File: config.mk
export PLATFORM = sky130hd
export DESIGN_NAME = imem_loader
export DESIGN_NICKNAME = d
export VERILOG_FILES = /design/src/rtl/imem_loader.sv
export SDC_FILE = /design/constraint.sdc
export NUM_CORES = 1
export LEC_CHECK = 0
export CAP_MARGIN = 20
export CORE_UTILIZATION = 45
export CTS_CLUSTER_DIAMETER = 60
export CTS_CLUSTER_SIZE = 14
export DETAILED_ROUTE_END_ITERATION = 10
export GPL_TIMING_DRIVEN = 0
export PLACE_DENSITY = 0.87
export SLEW_MARGIN = 20
export SYNTH_ARGS = -nofsm -noshare
export SYNTH_HDL_FRONTEND = slang
export SYNTH_SLANG_ARGS = --single-unit
File: constraint.sdc
create_clock -name clk -period 2.4 [get_ports clk]
set_input_delay 0.72 -clock clk [delete_from_list [all_inputs] [get_ports clk]]
set_output_delay 0.72 -clock clk [all_outputs]
set_load 0.005 [all_outputs]
File: src/rtl/imem_loader.sv
// Byte-stream instruction memory loader: 16-bit LE word count, then LE words.
// Emits one write strobe per assembled word at offsets from the IMEM base.
module imem_loader #(
   parameter int MAX_WORDS = 1024
) (
   input  logic        clk,
   input  logic        rst,
   input  logic        start_i,
   input  logic        byte_valid_i,
   input  logic [7:0]  byte_data_i,
   output logic        byte_ready_o,
   output logic        wr_en_o,
   output logic [31:0] wr_addr_o,
   output logic [31:0] wr_data_o,
   output logic        busy_o,
   output logic        done_o,
   output logic        error_o,
   output logic [10:0] words_loaded_o
);

   typedef enum logic [2:0] {
      IDLE, LEN_LO, LEN_HI, DATA, WRITE, DONE, ERR
   } state_t;

   state_t      state, state_n;
   logic [7:0]  len_lo;
   logic [15:0] len;
   logic [1:0]  byte_cnt;
   logic [31:0] word_buf;
   logic [10:0] count;
   logic [10:0] count_inc;
   logic [15:0] len_in;
   logic        len_bad;
   logic        last;
   logic        xfer;

   assign byte_ready_o = (state == LEN_LO) || (state == LEN_HI)
                      || (state == DATA);
   assign busy_o  = byte_ready_o || (state == WRITE);
   assign wr_en_o = (state == WRITE);
   assign done_o  = (state == DONE);
   assign error_o = (state == ERR);

   assign xfer      = byte_valid_i && byte_ready_o;
   assign len_in    = {byte_data_i, len_lo};
   assign len_bad   = (len_in == 16'd0)
                   || ({16'd0, len_in} > 32'(MAX_WORDS));
   assign count_inc = count + 11'd1;
   assign last      = ({5'd0, count_inc} == len);

   // count never reaches MAX_WORDS while in WRITE, so 10 bits suffice
   assign wr_addr_o      = {20'd0, count[9:0], 2'b00};
   assign wr_data_o      = word_buf;
   assign words_loaded_o = count;

   always_ff @(posedge clk or posedge rst) begin
      if (rst) state <= IDLE;
      else     state <= state_n;
   end

   always_comb begin
      state_n = state;
      unique case (state)
         IDLE, DONE, ERR: if (start_i) state_n = LEN_LO;
         LEN_LO:          if (xfer) state_n = LEN_HI;
         LEN_HI:          if (xfer) state_n = len_bad ? ERR : DATA;
         DATA:            if (xfer && byte_cnt == 2'd3) state_n = WRITE;
         WRITE:           state_n = last ? DONE : DATA;
         default:         state_n = IDLE;
      endcase
   end

   always_ff @(posedge clk or posedge rst) begin
      if (rst) begin
         len_lo   <= '0;
         len      <= '0;
         byte_cnt <= '0;
         word_buf <= '0;
         count    <= '0;
      end else begin
         unique case (state)
            IDLE, DONE, ERR: begin
               if (start_i) begin
                  count    <= '0;
                  byte_cnt <= '0;
               end
            end
            LEN_LO: if (xfer) len_lo <= byte_data_i;
            LEN_HI: if (xfer) len <= len_in;
            DATA: begin
               if (xfer) begin
                  word_buf[8*byte_cnt +: 8] <= byte_data_i;
                  byte_cnt <= byte_cnt + 2'd1;
               end
            end
            WRITE:   count <= count_inc;
            default: ;
         endcase
      end
   end

endmodule

Word-level counts from Yosys, hierarchy flattened
Index checks and enable logic that the tools add are counted.
{"block": "op_classes", "n_addsub": 3, "mul": 0, "n_div": 0, "magnitude_cmp": 1, "eq_ne": 13, "shift": 2, "n_mux": 13, "n_bitwise": 0, "reduce_logical": 17}
{"op": "$neg 5->34", "n": 1}
{"op": "$shift 8x34->32 const A", "n": 1}
{"op": "$shiftx 8x34->32", "n": 1}
{"op": "$bwmux 32", "n": 1}
{"op": "$pmux 11 s2", "n": 1}
{"op": "$mux 3", "n": 6}
{"op": "$eq 11x16->1", "n": 1}
{"op": "$gt 16x11->1 const B", "n": 1}
{"op": "$logic_not 16->1", "n": 1}
{"op": "$pmux 3 s5", "n": 1}
{"op": "$add 11x1->11 const B", "n": 1}
{"op": "$mux 11", "n": 1}
{"op": "$eq 3x3->1 const B", "n": 3}
{"op": "$ne 2x2->1 const B", "n": 4}
{"op": "$reduce_and 2->1", "n": 4}
{"op": "$eq 3x2->1 const B", "n": 2}
{"op": "$logic_or 1x1->1", "n": 4}
{"op": "$mux 2", "n": 2}
{"op": "$pmux 2 s2", "n": 1}
{"op": "$reduce_and 4->1", "n": 1}
{"op": "$reduce_bool 2->1", "n": 2}
{"op": "$eq 3x1->1 const B", "n": 1}
{"op": "$logic_not 3->1", "n": 1}
{"op": "$reduce_and 3->1", "n": 1}
{"op": "5 further kinds", "n": 6}
{"block": "totals", "regBits": 72, "latch_bits": 0, "mem_bits_rw": 0, "rom_bits": 0, "input_bits": 12, "output_inout_bits": 80, "elab_cells": 55, "n_memories": 0}

Longest topological paths before layout
{"block": "depth", "word_depth": 7, "ltp_mapped": 7, "mapped_depth_nobuf": 6}

Least setup slack after synthesis
OpenSTA, ideal clock, no wires.
{"block": "synth_path", "kind": "register to register", "from": "register count[1] (netlist: words_loaded_o[1])", "to": "register state[1]", "t_arrival_ns": 1.936, "t_required_ns": 2.279, "slack_ns": 0.343, "path_stages_with_launch": 8, "path_buffers": 1, "synth_period_minus_slack_ns": 2.057, "path_cell_list": "dfrtp_1 -> ha_1 -> clkbuf_8 -> nand2_1 -> or4_1 -> a22oi_1 -> o2111ai_1 -> a22o_1"}
{"block": "synth_via", "elab_chain_len": 4}
{"element": "from (decl)", "line": "30", "source": "logic [10:0] count;"}
{"element": "from (signal assigned)", "line": "96", "source": "WRITE: count <= count_inc;"}
{"element": "$add 11x1->11", "line": "48", "source": "assign count_inc = count + 11'd1;"}
{"element": "$eq 11x16->1", "line": "49", "source": "assign last = ({5'd0, count_inc} == len);"}
{"element": "$mux 3", "line": "68", "source": "WRITE: state_n = last ? DONE : DATA;"}
{"element": "$pmux 3 s5", "line": "63", "source": "unique case (state)"}
{"element": "to (signal assigned)", "line": "58", "source": "else state <= state_n;"}
{"element": "to (decl)", "line": "25", "source": "state_t state, state_n;"}
Every way passes these cells.
A chain may end at the register's enable or synchronous reset.

Worst setup path in the final report
Ends and elaborated chain as after synthesis.

==> results_dict.tcl <==
set metrics [dict create \
    drcViolationCount 0 \
    grt_antenna_before_repair 0 \
    criticalPathCategory "reg -> reg" \
    tightestPinTransition_ns 0.802 \
    arrival_time_of_the_worst_setup_path_ns 2.53 \
    vias_per_cell 5.23 \
    synth_compound_gate_area_share_pct 13.2 \
    clock_tree.buffer_depth 2 \
    post_synth_num_cell_types 51 \
    synthCells 403 \
    floorplan.core_area_um2 8220 \
    vdd_drop_max_uv 477 \
    setup_viol 0 \
    totalWireLength_um 9210 \
    critical_path.n_buffers_inverters 1 \
    synth_top_family_by_area "simple AND/OR/NAND/NOR gates" \
    cts_inserted_buffers 9 \
    synth_area_in_simple_gates_pct 17.4 \
    drive_gt1_share_pct 20.6 \
    worst-path-max-fanout 10 \
    synth_seq_cells 72 \
    crit_end_element "flip-flop" \
    design.final.nets 528 \
    timing.fmax_ghz 0.435 \
    htree_levels 3 \
    antenna_cells 0 \
    power_density_nw_per_um2 894 \
    synth_enable_flop_cells 0 \
    synth_cell_area_um2 3840 \
    final_design_area_no_fill_um2 5100 \
    status "finished, final reports clean" \
    io_pins 92 \
    rows 33 \
    wire_length_of_the_first_global_routing_pass_um 14900 \
    grt_usage_pct 22.1 \
    chipHeight_um 94.3 \
    start_kind "flip-flop" \
    clk-insertion-delay-late_ns 0.35 \
    synth_ff_type "dfrtp_1" \
    synth_adder_area_share_pct 2.22 \
    yosysSeqAreaShare_pct 47.0 \
    wl_per_cell_um 14.9 \
    pin_count_of_the_biggest_net_entering_global_routing 36 \
    dieArea_um2 8900 \
    required_ns 2.64 \
    tritoncts_num_sinks 72 \
    critical_path.cell_chain "ha_1 -> clkbuf_8 -> nand2_1 -> or4_1 -> a22oi_1 -> o2111ai_1 -> a22o_1" \
    min_path_type "reg -> reg" \
    cpPeakStageDelay_ns 0.53 \
    synth_commonest_cells "nand2_1 (87), dfrtp_1 (72), o21ai_0 (49), buf_4 (32), mux2_2 (24)" \
    synthDominantAreaCellType "dfrtp_1" \
    hpwl_um 6460 \
    tritoncts "built" \
    finalWeightedCongestion 0.849 \
    static-leakage-power_uw 0.00221 \
    total_grt_overflow 0 \
    max_cap_violations 0 \
    clk_pin_slew_ns 0.08 \
    detail_route.iter0.violations 253 \
    floorplan.initialDensity_pct 46.7 \
    route.antenna.remaining_nets 0 \
    synth-async-reset-ratio_pct 100 \
    finalPower_uw 4560 \
    post_synth_mux_area_share_pct 7.05 \
    synth.most_common_cell "nand2_1" \
    yosys.area.top_type_share_pct 47.0 \
    crit_slowest_cell "or4_1" \
    synth_top_cells_by_area "dfrtp_1 (47%), nand2_1 (8.5%), mux2_2 (7.0%)" \
    clock-skew-final_ns 0.00527 \
    yosys_warning_count 0 \
    synthesis.area_per_instance_um2 9.52 \
    first_pass_detailed_route_iteration_total 4 \
    hold_violations 0 \
    horizontal_die_dimension_um 94.3 \
    finalCriticalPeriod_ns 2.30 \
    top_family_by_delay_on_critical_path "compound AO/OA/AOI/OAI gates" \
    timing.final.max_slew_violations 0 \
    cts.hold.buffers_added 0 \
    portBuffers 69 \
    cts.root.buffer_cell "clkbuf_8" \
    post_synthesis_xor_xnor_area_fraction_pct 3.65 \
    grt_pass1_vias 3033 \
    slew_hr_pct 46.4 \
    final.period_utilization_pct 95.8 \
    dpl_cell_area_um2 4780 \
    syn_to_final_growth_pct 32.9 \
    via_count 3242 \
]
[what timing repair did]
item,CTS,global route
setup buffers,3,1
endpoints found under the setup margin,5,16
endpoints found under the hold margin,0,0
resized for setup,20,9
pin swaps,1,1
[worst paths after layout]
path,startpoint,end,slack (ns),depth (start not counted)
max,words_loaded_o[1],state[1],0.10,7
min,wr_data_o[24],wr_data_o[24],0.49,2
max reg2reg,words_loaded_o[1],state[1],0.10,7
min reg2reg,wr_data_o[24],wr_data_o[24],0.49,2
max in group asynchronous,rst,words_loaded_o[10],1.10,4
min in group asynchronous,rst,words_loaded_o[0],0.65,2
[layer usage]
metal	routed length [um]	GRT usage (%)
met3	482	3.46
met1	4080	29.6
met5	0	0
met2	4520	35.7
met4	129	9.62
[power breakdown]
group	internal (uW)	switching (uW)	leakage (uW)	total [uW]
registers	1520	246	0.000942	1770
clock network	511	469	0.0000989	981
logic	923	881	0.00117	1800
[flip-flops by register name, summed over array words and instances (netlist names)]
| register | flops |
|---|---|
| state | 3 |
| byte_cnt | 2 |
| len_lo | 8 |
| wr_data_o | 32 |
| words_loaded_o | 11 |
| len | 16 |
[layout make-up]
type                            instances  area (um^2)
Buffer                                 48          352
Timing Repair Buffer                   75          764
Tap cell                              105          131
Clock inverter                          6         67.6
Fill cell                             665         3120
Inverter                               10         43.8
Multi-Input combinational cell        294         1800
Sequential cell                        72         1800
Clock buffer                           10          138
[metrics by stage]
| step | worst slack (ns) | instances | utilization, % | setup TNS (ns) | hold slack (ns) |
|---|---|---|---|---|---|
| 5_1_grt | -0.00665 | 620 | 62.0 | -0.00665 | 0.525 |
| 6_report | 0.102 | 620 | 62.0 | 0 | 0.485 |
| 3_3_place_gp | -0.283 | 598 | 57.7 | -2.98 | 0.464 |
| 3_5_place_dp | -0.289 | 600 | 58.2 | -5.45 | 0.474 |
| 2_1_floorplan | 0.343 | 424 | - | 0 | 0.468 |
| 4_1_cts | -0.0182 | 619 | 61.5 | -0.0182 | 0.491 |
[cell families (layout without fill, tap and decap cells)]
logic type,count (synthesis),count (layout)
and+or+nand+nor,142,142
AOI/OAI and AO/OA,83,83
DFF,72,72
buffers and inverters,58,149
muxes,24,24
xor gates and xnor gates,16,16
adders and majority gates,7,7
other,1,22
[cell usage in the layout (no fill, tap or decap), types with 4 or more instances in the layout]
master,count
a21oi_1,8
and3_1,4
buf_2,4
buf_4,37
clkbuf_1,6
clkbuf_8,12
clkdlybuf4s50_1,63
conb_1,22
dfrtp_1,71
ha_1,6
inv_1,7
mux2_2,24
nand2_1,86
nand3_1,5
nand4_1,6
nor2_1,13
o21ai_0,49
o31ai_1,5
or4_1,4
xnor2_1,8
xor2_1,8
[worst register-to-register path, delay by kind of cell, from the launching register on]
kind	cells	cell delay, ns
compound gates	3	0.71
simple gates	2	0.68
flops	1	0.46
fa+ha+maj	1	0.19
buf+inv	1	0.16
Note: power is estimated with default switching activity, not from simulation.
